### src/rtl/param_reg_file_pkg.sv
// ----------------------------------------------------------------------------
// param_reg_file_pkg
// Shared definitions for the register file and its neighbours in the datapath
// (decode drives read addresses and busy marking, writeback drives the write
// port). Holds the default geometry, the register-index and data-word types
// at that geometry, and the index of the hardwired zero register.
// ----------------------------------------------------------------------------
package param_reg_file_pkg;

  localparam int DEF_WIDTH = 16;
  localparam int DEF_DEPTH = 16;
  localparam int DEF_AW    = $clog2(DEF_DEPTH);

  typedef logic [DEF_AW-1:0]    reg_idx_t;
  typedef logic [DEF_WIDTH-1:0] word_t;

  localparam int unsigned ZERO_IDX = 0;

endpackage

### src/rtl/param_reg_file_reg_word.sv
// ----------------------------------------------------------------------------
// reg_word
// One WIDTH-bit storage word: a bank of D flip-flops with a shared load
// enable and synchronous active-high clear.
//
// Ports:
//   clk  in   clock, rising edge
//   rst  in   synchronous active-high clear
//   we   in   load enable
//   d    in   WIDTH  data to load
//   q    out  WIDTH  stored value
// ----------------------------------------------------------------------------
module reg_word #(
  parameter int WIDTH = 16
) (
  input  logic             clk,
  input  logic             rst,
  input  logic             we,
  input  logic [WIDTH-1:0] d,
  output logic [WIDTH-1:0] q
);

  logic [WIDTH-1:0] word_q;
  logic [WIDTH-1:0] word_d;

  always_comb begin
    word_d = word_q;
    if (we) word_d = d;
  end

  always_ff @(posedge clk) begin
    if (rst) word_q <= '0;
    else     word_q <= word_d;
  end

  assign q = word_q;

endmodule

### src/rtl/param_reg_file.sv
// ----------------------------------------------------------------------------
// param_reg_file
// Parametrised register file with muxed combinational read ports, a single
// write port and a per-register busy scoreboard used by decode to stall on
// registers with an outstanding producer.
//
// Optional feature (compile-time macro PARAM_REG_FILE_BYPASS_EN):
//   defined   -> a read matching the active write address returns wr_data in
//                the same cycle; its busy flag reflects the clear-by-write
//                unless busy_set re-marks the same register that cycle.
//   undefined -> reads see stored state only.
//
// Ports:
//   clk        in   clock, rising edge
//   rst        in   synchronous active-high reset (data and busy bits)
//   wr_en      in   writeback strobe
//   wr_addr    in   AW          writeback register index
//   wr_data    in   WIDTH       writeback data
//   busy_set   in   mark busy_addr as having a pending producer
//   busy_addr  in   AW          register to mark busy
//   rd_addr    in   NUM_RD*AW   packed read addresses, port i at [i*AW +: AW]
//   rd_data    out  NUM_RD*WIDTH packed read data
//   rd_busy    out  NUM_RD      busy flag of each addressed register
//   any_busy   out  OR of all busy bits
// ----------------------------------------------------------------------------
module param_reg_file
  import param_reg_file_pkg::*;
#(
  parameter int WIDTH    = DEF_WIDTH,
  parameter int DEPTH    = DEF_DEPTH,
  // Derived from DEPTH; leave at its default.
  parameter int AW       = $clog2(DEPTH),
  parameter int NUM_RD   = 2,
  parameter int ZERO_REG = 1
) (
  input  logic                    clk,
  input  logic                    rst,
  input  logic                    wr_en,
  input  logic [AW-1:0]           wr_addr,
  input  logic [WIDTH-1:0]        wr_data,
  input  logic                    busy_set,
  input  logic [AW-1:0]           busy_addr,
  input  logic [NUM_RD*AW-1:0]    rd_addr,
  output logic [NUM_RD*WIDTH-1:0] rd_data,
  output logic [NUM_RD-1:0]       rd_busy,
  output logic                    any_busy
);

  localparam logic [AW-1:0] ZADDR = AW'(ZERO_IDX);

  logic [DEPTH-1:0][WIDTH-1:0] mem;
  logic [DEPTH-1:0]            busy_q;
  logic [DEPTH-1:0]            busy_d;

  // Storage words; the zero register, when enabled, is a constant.
  for (genvar g = 0; g < DEPTH; g++) begin : g_word
    if (ZERO_REG != 0 && g == 0) begin : g_zero
      assign mem[g] = '0;
    end else begin : g_reg
      logic we;
      assign we = wr_en && (wr_addr == AW'(g));
      reg_word #(.WIDTH(WIDTH)) u_word (
        .clk (clk),
        .rst (rst),
        .we  (we),
        .d   (wr_data),
        .q   (mem[g])
      );
    end
  end

  // Writeback clears first, then busy_set re-marks: a newer producer issued
  // in the same cycle as the older one's writeback keeps the register busy.
  always_comb begin
    busy_d = busy_q;
    if (wr_en)    busy_d[wr_addr]   = 1'b0;
    if (busy_set) busy_d[busy_addr] = 1'b1;
    if (ZERO_REG != 0) busy_d[ZERO_IDX] = 1'b0;
  end

  always_ff @(posedge clk) begin
    if (rst) busy_q <= '0;
    else     busy_q <= busy_d;
  end

  logic [AW-1:0]    ra;
  logic [WIDTH-1:0] rword;
  logic             rbsy;

  always_comb begin
    rd_data = '0;
    rd_busy = '0;
    ra      = '0;
    rword   = '0;
    rbsy    = 1'b0;
    for (int i = 0; i < NUM_RD; i++) begin
      ra    = rd_addr[i*AW +: AW];
      rword = mem[ra];
      rbsy  = busy_q[ra];
`ifdef PARAM_REG_FILE_BYPASS_EN
      if (wr_en && (ra == wr_addr)) begin
        rword = wr_data;
        rbsy  = busy_set && (busy_addr == ra);
      end
`endif
      // Zero register overrides everything, including the bypass path.
      if (ZERO_REG != 0 && ra == ZADDR) begin
        rword = '0;
        rbsy  = 1'b0;
      end
      rd_data[i*WIDTH +: WIDTH] = rword;
      rd_busy[i]                = rbsy;
    end
  end

  assign any_busy = |busy_q;

endmodule

### config.mk
export PLATFORM = sky130hd
export DESIGN_NAME = param_reg_file
export DESIGN_NICKNAME = d
export VERILOG_FILES = /design/src/rtl/param_reg_file_pkg.sv /design/src/rtl/param_reg_file_reg_word.sv /design/src/rtl/param_reg_file.sv
export SDC_FILE = /design/constraint.sdc
export NUM_CORES = 1
export LEC_CHECK = 0
export ABC_AREA = 0
export CELL_PAD_IN_SITES_DETAIL_PLACEMENT = 0
export CELL_PAD_IN_SITES_GLOBAL_PLACEMENT = 1
export CORE_AREA = 4 4 172 174
export DETAILED_ROUTE_END_ITERATION = 10
export DIE_AREA = 0 0 176 178
export PLACE_DENSITY = 0.9
export SLEW_MARGIN = 20
export SYNTH_ARGS = -nofsm -noshare
export SYNTH_HDL_FRONTEND = slang
export SYNTH_HIERARCHICAL = 1
export SYNTH_SLANG_ARGS = --single-unit
### constraint.sdc
create_clock -name clk -period 2.3 [get_ports clk]
set_input_delay 0.345 -clock clk [delete_from_list [all_inputs] [get_ports clk]]
set_output_delay 0.345 -clock clk [all_outputs]
set_load 0.02 [all_outputs]
==> metrics.yaml <==
max-vdd-ir-drop_mv: 0.535
dp_hpwl_mm: 26.9
rsz0062_at_grt: "yes"
routedWlPerCell_um: 23.4
p_total_mw: 10.5
maxSlewViolCount: 0
dpl_cell_area_sq_um: 15000
critical_path.max_stage_delay_ns: 0.54
finalHoldViolCount: 0
synth_warnings: 6
antenna_found_initial: 1
clk_pin_slew_worst_paths_ns: 0.06
vias_per_cell: 6.08
drv_cap: 0
start_util: 0.489
synth_common_cells: "mux2i_1 (291), nor2_1 (270), dfxtp_1 (255), mux4_2 (79), a21oi_1 (52)"
post-synth-top-count-cell: "mux2i_1"
postSynthAreaPerCell_sq_um: 10.9
leakagePower_nw: 5.80
synth_edf_count: 0
synth_seq_cells: 255
fp-row-count: 61
holdWs_ns: 0.217
slowest_stage: "mux4_2"
synthesis.instances: 1248
required_ns: 1.96
vias: 10600
diodes: 0
end_kind: "output port"
setup-violations-final: 3
synth.area.top_cells: "dfxtp_1 (38%), mux2i_1 (21%), mux4_2 (13%)"
hold_class: "in -> reg"
dp.cells: 1693
synthDominantCellAreaShare: 0.376
yosysSeqAreaShare: 0.376
worst_slack_ns: -0.0708
area_growth_pct: 18.7
fmax_mhz: 422
finalSetupTns_ns: -0.141
path_buf_inv: 2
postCtsHoldBufs: 0
max_slew.worst_pin.slew_ns: 0.734
first_pass_iters: 5
cp_max_fo: 3
synthArstFlopShare: 0
violations: "negative setup slack"
first_iter_violations: 1154
dp_slack_ns: -0.429
synth_top_flop_cell: "dfxtp_1"
cp_cell_sequence: "mux4_2 -> a211oi_2 -> buf_4 -> nor2_2 -> buf_6"
r2r_cells: 3
clockRootBuffer: "clkbuf_16"
grt_pass1_vias: 10600
drc: 0
die_x_um: 176
grt-ovfl-total: 0
path_class: "reg -> out"
syn_area_sq_um: 13600
gr-usage-all-layers: 0.258
cp_top_family: "multiplexers"
post-route-cell-area_sq_um: 16100
holdPathStages: 2
syn_nets: 1284
port_buffers: 70
cts_buffer_depth: 3
boundaryPins: 71
utilization: 0.580
cp_data_arrival_time_ns: 2.03
cts_buffers: 28
placeableCoreArea_sq_um: 27800
yosysTopAreaCell: "dfxtp_1"
ant_nets: 0
clk-insertion-delay-late_ns: 0.56
cp-start-kind: "flop"
fin_crit_ns: 2.37
netlist-cell-type-count: 41
ctsHtreeMaxLevel: 1
cts_sinks: 255
nets: 1386
max-slew-margin-rel: 0.509
clock_skew_ns: 0
status: "complete, but fails checks"
powerDensity_nw_per_um2: 649
post-route-period-util: 1.03
drive_gt1_frac: 0.277
layoutNonFillerInstCount: 1749
place.gp.congestion: 0.904
grt_max_degree: 67
fp.dieH_um: 178
grt_pass1_wl_mm: 63.3
crit_cells: 5
cts_tree: "yes"
finalWirelength_mm: 41.0
die_area_sq_um: 31300
==> cells by family after synthesis <==
logic type / after synthesis / synth area share
compound gates: 133 / 0.0648
buf+inv: 113 / 0.0711
flops: 255 / 0.376
mux: 410 / 0.387
simple gates: 337 / 0.102
==> timing repair <==
action	in CTS	in global routing
setup endpoints to repair	34	28
resized for setup	145	59
buffers inserted	4	3
cloned	0	0
pin swaps	3	4
==> where the power goes <==
group / switching (mW) / total, mW / leakage (nW) / internal (mW)
sequential: 0.0472 / 4.52 / 2.07 / 4.48
combinational: 0.733 / 1.28 / 3.28 / 0.551
clock: 1.95 / 4.65 / 0.452 / 2.70
total: 2.73 / 10.5 / 5.80 / 7.73
==> layout make-up <==
class,count,area [sq um]
fillers,2311,11700
multi-input cells,880,7710
flip-flops and latches,255,5120
repair buffers,185,1850
clock buffers,38,808
well taps,378,473
clock inverters,13,153
==> worst paths after layout <==
check                                                     to  slack [ns]                          from
worst min-delay path            g_word[13].g_reg.u_word/q[1]        0.22                           rst
worst max-delay path                             rd_data[30]       -0.07  g_word[7].g_reg.u_word/q[14]
worst min register to register  g_word[1].g_reg.u_word/q[13]        0.50  g_word[1].g_reg.u_word/q[13]
worst max register to register   g_word[7].g_reg.u_word/q[5]        1.54   g_word[7].g_reg.u_word/q[5]
==> registers in the layout, indices dropped and copies added, names as in the netlist <==
name / count
g_word.g_reg.u_word/q: 240
busy_q: 15
==> placed cells by master (no fill, tap or decap), types with 3 or more instances in the layout <==
cell type / synthesis / final
mux2i_1: 291 / 290
nor2_1: 270 / 257
dfxtp_1: 255 / 240
buf_4: 9 / 83
mux4_2: 79 / 81
a21oi_1: 52 / 44
buf_12: 16 / 33
mux2_2: 31 / 30
clkbuf_16: 0 / 28
clkdlybuf4s50_1: 0 / 26
buf_2: 28 / 23
a22oi_1: 16 / 16
a221o_1: 16 / 16
a221oi_1: 15 / 15
dfxtp_2: 0 / 15
nand2_1: 15 / 14
nor2_2: 0 / 13
nor3_1: 18 / 12
o21ai_0: 13 / 12
o22ai_2: 0 / 10
buf_6: 25 / 10
a21oi_2: 0 / 8
nand2b_1: 7 / 7
clkbuf_8: 1 / 7
nor2b_1: 6 / 6
o22ai_1: 16 / 6
nor3_2: 0 / 6
clkinvlp_4: 0 / 6
nand3b_1: 4 / 4
nand3_1: 4 / 4
clkbuf_2: 0 / 4
mux2_4: 2 / 3
mux4_1: 5 / 3
nor4_1: 3 / 3
clkbuf_1: 15 / 3
==> routing by layer <==
metal	global-route usage	share of wire	routed length, um	vias up
met1	0.356	0.43	17500	5316
met2	0.413	0.46	19000	452
met4	0.0955	0.038	1540	2
li1	-	-	-	4767
met3	0.0398	0.072	2970	105
met5	0	0.00032	13	-
Note: power is estimated with default switching activity, not from simulation.
